<file path="src/rtl/rr_nway_mux.sv">
// rr_nway_mux: N-channel valid/ready mux, fixed select or round-robin, one output register.
// Optional out_par (registered ^out_data) when RR_NWAY_MUX_PARITY_EN is defined.
module rr_nway_mux #(
    parameter int WIDTH = 8,
    parameter int NCH   = 4,
    parameter int SELW  = 2
) (
    input  logic                 clk,
    input  logic                 rstn,
    input  logic [NCH*WIDTH-1:0] in_data,
    input  logic [NCH-1:0]       in_valid,
    output logic [NCH-1:0]       in_ready,
    input  logic                 mode,
    input  logic [SELW-1:0]      sel,
    output logic [WIDTH-1:0]     out_data,
    output logic [SELW-1:0]      out_ch,
    output logic                 out_valid,
`ifdef RR_NWAY_MUX_PARITY_EN
    output logic                 out_par,
`endif
    input  logic                 out_ready
);

    logic [SELW-1:0]  rr_ptr;
    logic [SELW-1:0]  gnt_idx;
    logic             gnt_vld;
    logic [WIDTH-1:0] gnt_data;
    logic             can_load;
    logic             xfer;

    assign can_load = !out_valid || out_ready;
    assign xfer     = can_load && gnt_vld;

    // grant: fixed index, or lowest valid at/after rr_ptr, wrapping to lowest valid
    always_comb begin
        gnt_vld = 1'b0;
        gnt_idx = '0;
        if (mode) begin
            for (int k = NCH - 1; k >= 0; k--) begin
                if (in_valid[k]) begin
                    gnt_vld = 1'b1;
                    gnt_idx = SELW'(k);
                end
            end
            for (int k = NCH - 1; k >= 0; k--) begin
                if (in_valid[k] && SELW'(k) >= rr_ptr) begin
                    gnt_vld = 1'b1;
                    gnt_idx = SELW'(k);
                end
            end
        end else begin
            for (int k = 0; k < NCH; k++) begin
                if (in_valid[k] && sel == SELW'(k)) begin
                    gnt_vld = 1'b1;
                    gnt_idx = SELW'(k);
                end
            end
        end
    end

    // data of the granted channel
    always_comb begin
        gnt_data = '0;
        for (int k = 0; k < NCH; k++) begin
            if (gnt_idx == SELW'(k)) begin
                gnt_data = in_data[k*WIDTH +: WIDTH];
            end
        end
    end

    // one-hot ready to the granted channel; held low during reset
    always_comb begin
        in_ready = '0;
        for (int k = 0; k < NCH; k++) begin
            in_ready[k] = rstn && xfer && (gnt_idx == SELW'(k));
        end
    end

    // output register and round-robin pointer
    always_ff @(posedge clk or negedge rstn) begin
        if (!rstn) begin
            out_valid <= 1'b0;
            out_data  <= '0;
            out_ch    <= '0;
            rr_ptr    <= '0;
`ifdef RR_NWAY_MUX_PARITY_EN
            out_par   <= 1'b0;
`endif
        end else if (xfer) begin
            out_valid <= 1'b1;
            out_data  <= gnt_data;
            out_ch    <= gnt_idx;
`ifdef RR_NWAY_MUX_PARITY_EN
            out_par   <= ^gnt_data;
`endif
            if (mode) begin
                rr_ptr <= (gnt_idx == SELW'(NCH - 1)) ? '0 : gnt_idx + SELW'(1);
            end
        end else if (out_ready) begin
            out_valid <= 1'b0;
        end
    end

endmodule

</file>
<file path="config.mk">
export PLATFORM = sky130hd
export DESIGN_NAME = rr_nway_mux
export DESIGN_NICKNAME = d
export VERILOG_FILES = /design/src/rtl/rr_nway_mux.sv
export SDC_FILE = /design/constraint.sdc
export NUM_CORES = 1
export LEC_CHECK = 0
export ABC_AREA = 1
export CAP_MARGIN = 25
export CELL_PAD_IN_SITES_DETAIL_PLACEMENT = 1
export CELL_PAD_IN_SITES_GLOBAL_PLACEMENT = 2
export CORE_MARGIN = 5
export CORE_UTILIZATION = 21
export DETAILED_ROUTE_END_ITERATION = 8
export PLACE_DENSITY_LB_ADDON = 0.05
export SLEW_MARGIN = 25
export SYNTH_ARGS = -nofsm -noshare
export SYNTH_HDL_FRONTEND = slang
export SYNTH_SLANG_ARGS = --single-unit
</file>
<file path="constraint.sdc">
create_clock -name clk -period 3.6 [get_ports clk]
set_input_delay 0.9 -clock clk [delete_from_list [all_inputs] [get_ports clk]]
set_output_delay 0.9 -clock clk [all_outputs]
set_load 0.005 [all_outputs]
</file>
# After elaboration in Yosys (flattened, before gate mapping)
# Cells that the tools add are included.
[totals]
ff_bits = 13
latch_bits = 0
mem_bits_rw = 0
mem_bits_ro = 0
in_bits = 42
output_inout_bits = 15
elab_cells = 67
mem_count = 0
[classes]
addsub = 1
n_mul = 0
div = 0
n_lt_le_gt_ge = 4
eq_ne = 6
shift = 0
n_mux = 32
bitwise_logic = 0
n_reduce_logical = 20
[op_table]
columns = ["op", "count"]
rows = [
  ["8-bit 2-to-1 mux", 4],
  ["2-bit 2-to-1 mux", 12],
  ["1-bit 2-to-1 mux", 16],
  ["1-bit logical AND", 14],
  ["2-bit equality test, second input constant", 4],
  ["2-bit by 1-bit equality test with 1-bit output, second input constant", 2],
  ["1-bit by 2-bit greater-or-equal comparator with 1-bit output, first input constant", 2],
  ["2-bit greater-or-equal comparator, first input constant", 2],
  ["2-bit zero test", 2],
  ["2-bit by 1-bit adder with 2-bit output, second input constant", 1],
  ["2-bit AND reduction", 1],
  ["2-bit nonzero test", 1],
  ["1-bit zero test", 1],
  ["1-bit logical OR", 1],
]

# Logic depth before layout (Yosys ltp)
# Gate-level depths: netlist (run 1).
[depth]
depth_word = 14
mapped_depth = 18
depth_no_buf = 17

# Least setup slack after synthesis (run 1)
# Ideal clock, no wire load.
[synth_path]
kind = "input port to output port"
from = "in in_valid[1]"
to = "out in_ready[3]"
t_arrival_ps = 2163
t_required_ps = 2700
slack_ps = 537
path_stages = 11
path_buffers = 1
cell_sequence = "inv_1 or2_1 nand2_1 nand2_1 nand2_1 nand2_1 inv_1 ha_1 buf_2 clkinv_1 nor3_2"
[synth_via]
elab_cells_between_ends = 26
cone_classes = "eq/ne: 1; mux: 20; reduce/logical: 5"
[synth_lines]
columns = ["item", "line", "source"]
rows = [
  ["start, declared", "11", "input logic [NCH-1:0] in_valid,"],
  ["2-bit 2-to-1 mux (2 in a row)", "40", "if (in_valid[k]) begin"],
  ["2-bit 2-to-1 mux (4 in a row)", "46", "if (in_valid[k] && SELW'(k) >= rr_ptr) begin"],
  ["2-bit 2-to-1 mux (*)", "38", "if (mode) begin"],
  ["named net gnt_idx[0]", "25", "logic [SELW-1:0] gnt_idx;"],
  ["2-bit equality test (*)", "75", "in_ready[k] = rstn && xfer && (gnt_idx == SELW'(k));"],
  ["1-bit logical AND (*)", "75", ""],
  ["end, declared", "12", "output logic [NCH-1:0] in_ready,"],
]
# The timed path passes the listed nets; every way through them passes the cells marked *.

# Final worst setup path (run 1)
# Ends and elaborated chain as after synthesis.

==> results of run 1 <==
[path summary, 6_finish.rpt]
check / from / end / cells past startpoint
setup / recovery: in_valid[1] / in_ready[3] / 12
hold / removal: out_data[6]$_DFFE_PN0P_ / out_data[6]$_DFFE_PN0P_ / 2
setup reg to reg: rr_ptr[1]$_DFFE_PN0P_ / out_data[3]$_DFFE_PN0P_ / 16
hold reg to reg: out_data[6]$_DFFE_PN0P_ / out_data[6]$_DFFE_PN0P_ / 2
max in group asynchronous: rstn / out_data[3]$_DFFE_PN0P_ / 2
min in group asynchronous: rstn / rr_ptr[0]$_DFFE_PN0P_ / 2
[cells by family after synthesis]
family          Yosys count
compound gates           18
fa+ha+maj                 4
buf+inv                  20
flops                    13
simple gates            106
[layer usage]
layer	vias up	track usage [%]	part of all wire (%)
met5	-	0	0
met4	0	2.23	1.2
met3	7	3.07	3.6
met2	27	24.2	57
met1	590	12.2	38
li1	665	-	-
[critical path: cells and delay by family]
kind,cells,cell delay [ns]
adders and majority gates,1,0.19
and+or+nand+nor,6,0.66
buffers and inverters,5,0.84
[power breakdown]
part           total [uW]  internal [uW]  switching (uW)
Sequential            217            190            26.6
Combinational         392            212             181
Clock                 128           76.4            51.6
[through the flow]
step	power, uW	instance area [um^2]	std cells	util (%)	setup WS (ns)
2_1_floorplan	399	1110	161	-	0.537
3_3_place_gp	613	1890	302	36.8	-0.300
3_5_place_dp	621	1890	302	36.8	-0.325
4_1_cts	755	1940	306	37.7	0.0130
5_1_grt	803	1930	306	37.5	-0.0201
6_report	737	1930	306	37.5	0.106
[state kept, by name, indices dropped and copies added, names as in the netlist]
register and cells:
rr_ptr 2, out_ch 2, out_data 8, out_valid 1
[layout by cell type, fill, tap and decap left out, types with 2 or more instances in the layout]
| cell type | instances |
|---|---|
| nand2_1 | 74 |
| nand3_2 | 9 |
| buf_4 | 20 |
| dfrtp_1 | 13 |
| nor2_1 | 4 |
| inv_2 | 5 |
| nand3_1 | 5 |
| o21ai_1 | 2 |
| clkbuf_2 | 3 |
| clkbuf_8 | 3 |
| o211ai_1 | 8 |
| nor3_2 | 4 |
| clkdlybuf4s50_1 | 51 |
| ha_1 | 3 |
| inv_1 | 8 |
| a21oi_1 | 8 |
[cell type report]
type | count | area (um^2) | area share (%)
Clock buffer | 3 | 41.3 | 2.14
Clock inverter | 1 | 5.00 | 0.259
Inverter | 14 | 52.6 | 2.72
Multi-Input combinational cell | 128 | 703 | 36.4
Sequential cell | 13 | 325 | 16.9
Tap cell | 70 | 87.6 | 4.54
Timing Repair Buffer | 77 | 714 | 37.0
[repair_timing]
action,in CTS,in global routing
endpoints found under the setup margin,4,4
gates resized for setup,8,9
hold buffers,0,0
endpoints found under the hold margin,0,0
pin swaps,1,1
buffers inserted,0,0
==> flow_summary.yaml, run 1 <==
floorplan:
  die-height_um: 82.8
  fp.coreArea_um2: 5140
  fp.dieW_um: 82.8
  dieArea_um2: 6860
  start_util_pct: 21.7
  io-pin-count: 57
  rows: 26
routing:
  vias: 1289
  drt-vias-per-instance: 4.21
  firstDrtPassIters: 4
  avgRoutedWirePerCell_um: 13.1
  final_antenna_net_count: 0
  post-route-drc-count: 0
  drt-total-wl_mm: 4.00
  dr.first_iter.drc_count: 23
logic_synthesis:
  syn_nets: 207
  yosys.area_share.simple_pct: 47.9
  yosys-top-cells-area: "dfrtp_1 29%, nand2_1 25%, nand3_2 8.1%"
  synthFlopType: "dfrtp_1"
  syn_area_um2: 1110
  synthAdderAreaFrac_pct: 4.49
  yosysUniqueCellTypes: 24
  synth_cells: 161
  synthArstFlopShare_pct: 100
  synthXorXnorAreaFrac_pct: 0
  yosysTopAreaCell: "dfrtp_1"
  synth-compound-area-share_pct: 9.89
  yosysMostFrequentCell: "nand2_1"
  synthMuxAreaShare_pct: 0
  synth_top_family_by_area: "simple AND/OR/NAND/NOR gates"
  synth_edf_count: 0
  ys_warn_count: 0
  synthTopCellsByCount: "75 x nand2_1, 13 x dfrtp_1, 10 x inv_1"
  ys_ff_latch: 13
  synth_top_cell_area_share_pct: 29.2
  ys_seq_area_share_pct: 29.2
  avgSynthCellArea_um2: 6.92
worst_setup_path:
  cp_slowest_cell: "clkdlybuf4s50_1"
  critical_path.cell_chain: "clkdlybuf4s50_1 > inv_1 > or2_1 > nand2_1 > nand2_1 > nand2_1 > nand2_1 > inv_1 > ha_2 > clkinv_1 > nor3_2 > clkbuf_2"
  crit_arrival_ns: 2.59
  critPathMaxStageDelay_ns: 0.48
  worstSetupStartpointType: "input port"
  crit_fanout: 2
  required_ns: 2.70
  crit_path_end_kind: "primary output"
  path_common_cell: "nand2_1"
  rrSetupSlack_ns: 1.55
  path_class: "input port to primary output"
sta:
  whs_ns: 0.484
  fin_crit_sh_pct: 97.1
  fin_crit_ns: 3.49
  rsz0062_at_grt: "yes"
  slew_violations: 0
  setup_viol: 0
  setup_tns_ns: 0
  clock.fmax_mhz: 286
  slew_headroom_pct: 86.3
  hold_violations: 0
  worst_slew_pin_slew_ns: 0.205
  fin_skew_ns: 0.00131
global_route:
  grt_pass1_vias: 1477
  grt_usage_pct: 12.0
  antenna_found_initial: 0
  grt_pass1_wl_mm: 6.78
  grt_max_degree: 14
  grt_overflow: 0
clock_network:
  h-tree-depth: 1
  cts_buffers: 3
  worstSkewPairLatency_ns: 0.24
  cts.clk_slew.worst_paths_ns: 0.05
  cts_num_sinks: 13
  cts_tree: "yes"
  cts_buffer_depth: 2
  cts_root_buf: "clkbuf_8"
cells_and_area:
  fillCellCount: 682
  num-nets-final: 283
  drive_gt1_share_pct: 22.9
  area_delta_synth_final_pct: 73.3
  n_antenna_cell: 0
placement:
  portBuffers: 56
  place_hpwl_mm: 3.52
  gp_congestion: 0.758
power_and_ir_drop:
  vdd.ir_drop.worst_v: 0.000215
  power_density_nw_per_um2: 382
  power_leakage_uw: 0.000927
status:
  status: "finished clean"
worst_hold_path:
  hp-class: "register to register"
flow_run:
  maxCapViolCount: 0
No activity file was read; power rests on OpenSTA's default activity.
==> run 2: changes to the inputs <==
--- a/config.mk
+++ b/config.mk
@@ -10,7 +10,7 @@
 export CELL_PAD_IN_SITES_DETAIL_PLACEMENT = 1
 export CELL_PAD_IN_SITES_GLOBAL_PLACEMENT = 2
 export CORE_MARGIN = 5
-export CORE_UTILIZATION = 21
+export CORE_UTILIZATION = 20
 export DETAILED_ROUTE_END_ITERATION = 8
 export PLACE_DENSITY_LB_ADDON = 0.05
 export SLEW_MARGIN = 25
==> constraint.sdc (replaced) <==
create_clock -name clk -period 3.3 [get_ports clk]
set_input_delay 0.825 -clock clk [delete_from_list [all_inputs] [get_ports clk]]
set_output_delay 0.825 -clock clk [all_outputs]
set_load 0.005 [all_outputs]
==> flow_summary.yaml, run 2 (same netlist as run 1, synthesis figures left out) <==
worst_setup_path:
  path_class: "input port to primary output"
  crit_arrival_ns: 2.33
  critPathMaxStageDelay_ns: 0.25
  worstSetupStartpointType: "input port"
  cp_slowest_cell: "dlygate4sd2_1"
  critPathTopFamily: "buffers and inverters"
  path_common_cell: "nand2_1"
  required_ns: 2.47
  rrSetupSlack_ns: 1.26
  crit_fanout: 3
  critical_path.cell_chain: "dlygate4sd2_1 > buf_4 > nand2_1 > nand2_1 > nand2_1 > nand2_1 > nand2_1 > nand2_1 > nand2_2 > buf_4 > ha_2 > inv_2 > nor3_2 > clkdlybuf4s15_2"
  crit_buf_inv: 5
  crit_path_end_kind: "primary output"
sta:
  worst_slew_pin_slew_ns: 0.196
  fin_skew_ns: 0.000876
  hold_violations: 0
  worst_slack_ns: 0.143
  fin_crit_sh_pct: 95.7
  rsz0062_at_grt: "no"
  slew_violations: 0
  setup_viol: 0
  fin_crit_ns: 3.16
  slew_headroom_pct: 86.9
  clock.fmax_mhz: 317
routing:
  drt-vias-per-instance: 4.22
  dr.first_iter.drc_count: 29
  wl_met3_um: 176
  wl_met1_mm: 1.80
  post-route-drc-count: 0
  highest_layer: "met4"
  vias: 1299
  avgRoutedWirePerCell_um: 13.6
  final_antenna_net_count: 0
  wl_met2_mm: 2.18
  drt-total-wl_mm: 4.18
  firstDrtPassIters: 4
clock_network:
  cts_tree: "yes"
  worstSkewPairLatency_ns: 0.24
  cts_root_buf: "clkbuf_8"
  cts.clk_slew.worst_paths_ns: 0.06
  h-tree-depth: 1
  cts_buffer_depth: 2
  cts_buffers: 3
  cts_num_sinks: 13
  holdBufCountCts: 0
  postCtsSetupBuffers: 0
power_and_ir_drop:
  switching_share_pct: 36.0
  p_seq_share_pct: 30.0
  power_leakage_uw: 0.000941
  internal_power_uw: 512
  combPwrFrac_pct: 52.0
  power_density_nw_per_um2: 417
  vdd.ir_drop.worst_v: 0.000197
  switchingPower_uw: 288
  clkPwrFrac_pct: 18.0
global_route:
  grt_max_degree: 15
  grt_usage_pct: 12.0
  grt_pass1_vias: 1463
  antenna_found_initial: 0
  grt_pass1_wl_mm: 6.96
  grt_overflow: 0
placement:
  place_hpwl_mm: 3.60
  gp_congestion: 0.732
  portBuffers: 56
  place_ws_ns: -0.506
floorplan:
  fp.dieW_um: 84.6
  start_util_pct: 20.3
  fp.coreArea_um2: 5470
  die-height_um: 84.6
  io-pin-count: 57
  rows: 27
  dieArea_um2: 7160
cells_and_area:
  num-nets-final: 283
  final_cell_mix: "73 x nand2_1, 45 x clkdlybuf4s50_1, 21 x buf_4"
  fillCellCount: 701
  fin_util_pct: 35.1
  regMostFlops: "out_data"
  largest_registers: "out_data x8, out_ch x2, rr_ptr x2"
  area_delta_synth_final_pct: 72.5
  multi_input_area_um2: 703
  largest_register_ffs: 8
  ff_latch_area_um2: 325
  drive_gt1_share_pct: 22.5
  n_antenna_cell: 0
  final_common_cell: "nand2_1"
status:
  status: "finished clean"
worst_hold_path:
  hp-class: "register to register"
flow_run:
  maxCapViolCount: 0
==> run 2: cell count changes in the layout (fill, tap and decap cells not counted), sizes merged <==
cell	delta
clkbuf	-2
dlygate4sd2	+6
dlymetal6s2s	+1
clkdlybuf4s50	-6
buf	+1
==> run 2: power by group through the flow <==
stage	combinational, uW	sequential [uW]	clock (uW)
2_1_floorplan	197	239	0
3_3_place_gp	423	240	0
3_5_place_dp	428	244	0
4_1_cts	428	241	151
5_1_grt	468	247	159
6_report	416	240	144
==> run 2: layer usage <==
metal  GRT usage, %  vias up
met4           1.73        0
met1           14.1      604
met5              0        -
li1               -      661
met3           2.94        2
met2           22.4       32
==> run 2: worst reg2reg max path: stages, from the launching register on <==
cell	delay (ns)
dfrtp_1	0.41
or2_1	0.25
and2_1	0.14
nand2_1	0.05
nand2_1	0.05
nand2_2	0.09
inv_1	0.07
ha_2	0.18
buf_4	0.16
a21oi_1	0.16
nand2_1	0.07
o211ai_1	0.09
nand2_1	0.11
nand3_2	0.07
nand2_1	0.05
==> run 2: final timing paths <==
path                                          from                      end  depth (start not counted)
hold reg to reg            out_data[7]$_DFFE_PN0P_  out_data[7]$_DFFE_PN0P_                          2
setup / recovery                       in_valid[1]              in_ready[2]                         14
hold / removal             out_data[7]$_DFFE_PN0P_  out_data[7]$_DFFE_PN0P_                          2
max in group asynchronous                     rstn    rr_ptr[1]$_DFFE_PN0P_                          2
setup reg to reg             rr_ptr[1]$_DFFE_PN0P_  out_data[7]$_DFFE_PN0P_                         14
min in group asynchronous                     rstn    out_ch[0]$_DFFE_PN0P_                          2
==> run 2: timing repair <==
item | in CTS | in global routing
setup endpoints to repair | 4 | 2
pin swaps | 1 | 0
gates resized for setup | 17 | 5
==> run 2: cell type report <==
class,instances,area share (%)
clock buffer,3,2.15
clock inverter,1,0.261
inverter,14,2.74
multi-input combinational,128,36.6
sequential,13,16.9
tap,72,4.69
timing repair buffer,77,36.6
==> run 2: per-stage QoR <==
step | instance area [um^2] | power (uW) | hold WS (ns) | setup TNS, ns | cells
floorplan | 1110 | 436 | 0.471 | 0 | 161
global placement | 1880 | 663 | 0.467 | -1.57 | 304
detailed placement | 1880 | 672 | 0.474 | -1.80 | 304
CTS | 1920 | 820 | 0.491 | 0 | 308
global route | 1920 | 873 | 0.512 | 0 | 308
finish | 1920 | 800 | 0.482 | 0 | 308
==> run 3: changes to the inputs <==
--- a/config.mk
+++ b/config.mk
@@ -13,7 +13,8 @@
 export CORE_UTILIZATION = 20
 export DETAILED_ROUTE_END_ITERATION = 8
 export PLACE_DENSITY_LB_ADDON = 0.05
-export SLEW_MARGIN = 25
+export SKIP_CTS_REPAIR_TIMING = 1
+export SLEW_MARGIN = 20
 export SYNTH_ARGS = -nofsm -noshare
 export SYNTH_HDL_FRONTEND = slang
 export SYNTH_SLANG_ARGS = --single-unit
==> flow_summary.yaml, run 3 (same netlist as run 1, synthesis figures left out) <==
floorplan:
  start_util_pct: 20.3
  fp.coreArea_um2: 5470
  rows: 27
  die-height_um: 84.6
  dieArea_um2: 7160
  fp.dieW_um: 84.6
  io-pin-count: 57
routing:
  post-route-drc-count: 0
  drt-vias-per-instance: 4.22
  dr.first_iter.drc_count: 24
  drt-total-wl_mm: 4.22
  vias: 1300
  firstDrtPassIters: 4
  final_antenna_net_count: 0
  avgRoutedWirePerCell_um: 13.7
cells_and_area:
  num-nets-final: 283
  largest_register_ffs: 8
  n_antenna_cell: 0
  drive_gt1_share_pct: 23.3
  fillCellCount: 699
  largest_registers: "out_data x8, out_ch x2, rr_ptr x2"
  stdcell_count: 308
  area_delta_synth_final_pct: 74.0
  regMostFlops: "out_data"
  final_cell_mix: "73 x nand2_1, 46 x clkdlybuf4s50_1, 21 x buf_4"
  final_common_cell: "nand2_1"
  fin_util_pct: 35.4
worst_setup_path:
  r2r-start: "rr_ptr[1]$_DFFE_PN0P_"
  required_ns: 2.47
  crit_path_end_kind: "primary output"
  r2r_cells: 14
  worstSetupStartpointType: "input port"
  rrSetupSlack_ns: 1.21
  crit_arrival_ns: 2.30
  r2r-end: "out_data[7]$_DFFE_PN0P_"
  crit_fanout: 4
  path_class: "input port to primary output"
clock_network:
  cts_buffers: 3
  h-tree-depth: 1
  cts_num_sinks: 13
  cts.clk_slew.worst_paths_ns: 0.06
  cts_buffer_depth: 2
  cts_root_buf: "clkbuf_8"
  worstSkewPairLatency_ns: 0.24
  cts_tree: "yes"
power_and_ir_drop:
  combPwrFrac_pct: 52.2
  p_seq_share_pct: 29.9
  power_leakage_uw: 0.000991
  p_total_uw: 803
  switchingPower_uw: 290
  internal_power_uw: 514
  switching_share_pct: 36.1
  vdd.ir_drop.worst_v: 0.000197
  clkPwrFrac_pct: 18.0
  power_density_nw_per_um2: 414
sta:
  slew_headroom_pct: 86.6
  fin_crit_sh_pct: 94.7
  fin_skew_ns: 0.000937
  setup_viol: 0
  clock.fmax_mhz: 320
  fin_crit_ns: 3.12
  setup_tns_ns: 0
  hold_violations: 0
  rsz0062_at_grt: "no"
  worst_slew_pin_slew_ns: 0.200
  whs_ns: 0.482
  slew_violations: 0
placement:
  portBuffers: 56
  dp_cells: 304
  place_hpwl_mm: 3.60
  gp_congestion: 0.732
status:
  status: "finished clean"
global_route:
  top_usage_layer: "met2"
  grt_overflow: 0
  met1_usage_pct: 14.2
  grt_pass1_vias: 1463
  gr-usage-met2_pct: 22.4
  grt_pass1_wl_mm: 6.97
  grt_usage_pct: 12.1
  grt_max_degree: 15
  use_met3_pct: 2.94
  antenna_found_initial: 0
worst_hold_path:
  whs_path_depth: 2
  min_to: "out_data[7]$_DFFE_PN0P_"
  min_from: "out_data[7]$_DFFE_PN0P_"
  hp-class: "register to register"
flow_run:
  maxCapViolCount: 0
run 3: critical path, cell delays in order:
cell	delay, ns
clkdlybuf4s50_1	0.51
inv_2	0.06
nand2_1	0.09
nor2_2	0.05
inv_1	0.06
nand2_2	0.07
inv_1	0.09
ha_2	0.18
clkinv_1	0.09
nor3_2	0.13
buf_2	0.14
run 3: area by class of cell:
type / instances / area (um^2) / area share, %
Inverter: 14 / 52.6 / 2.71
Timing Repair Buffer: 77 / 721 / 37.2
Clock buffer: 3 / 41.3 / 2.13
Clock inverter: 1 / 5.00 / 0.258
Sequential cell: 13 / 325 / 16.8
Multi-Input combinational cell: 128 / 703 / 36.3
Tap cell: 72 / 90.1 / 4.65
run 3: per-layer routing:
metal  routed length, um  vias to the layer above
li1                    -                      662
met5                   0                        -
met2                2230                       32
met4                  14                        0
met3                 177                        2
met1                1790                      604
run 3: how the worst max path moves through the flow:
stage                      from           to  cells after the start
floorplan           in_valid[1]  in_ready[3]                     11
global placement    in_valid[0]  in_ready[2]                     14
detailed placement  in_valid[1]  in_ready[3]                     12
CTS                 in_valid[1]  in_ready[3]                     12
global route               mode  in_ready[3]                     11
finish                     mode  in_ready[3]                     11
run 3: through the flow:
stage | setup WS (ns) | area, um^2
after detailed placement | -0.506 | 1880
after floorplan | 0.387 | 1110
final | 0.175 | 1940
after global routing | 0.0354 | 1940
after global placement | -0.424 | 1880
after CTS | -0.535 | 1930
run 3: power groups by stage:
stage | Combinational, uW | Sequential [uW] | Clock (uW)
after global placement | 423 | 240 | 0
after floorplan | 197 | 239 | 0
final | 419 | 240 | 144
after global routing | 470 | 247 | 159
after CTS | 431 | 241 | 151
after detailed placement | 428 | 244 | 0
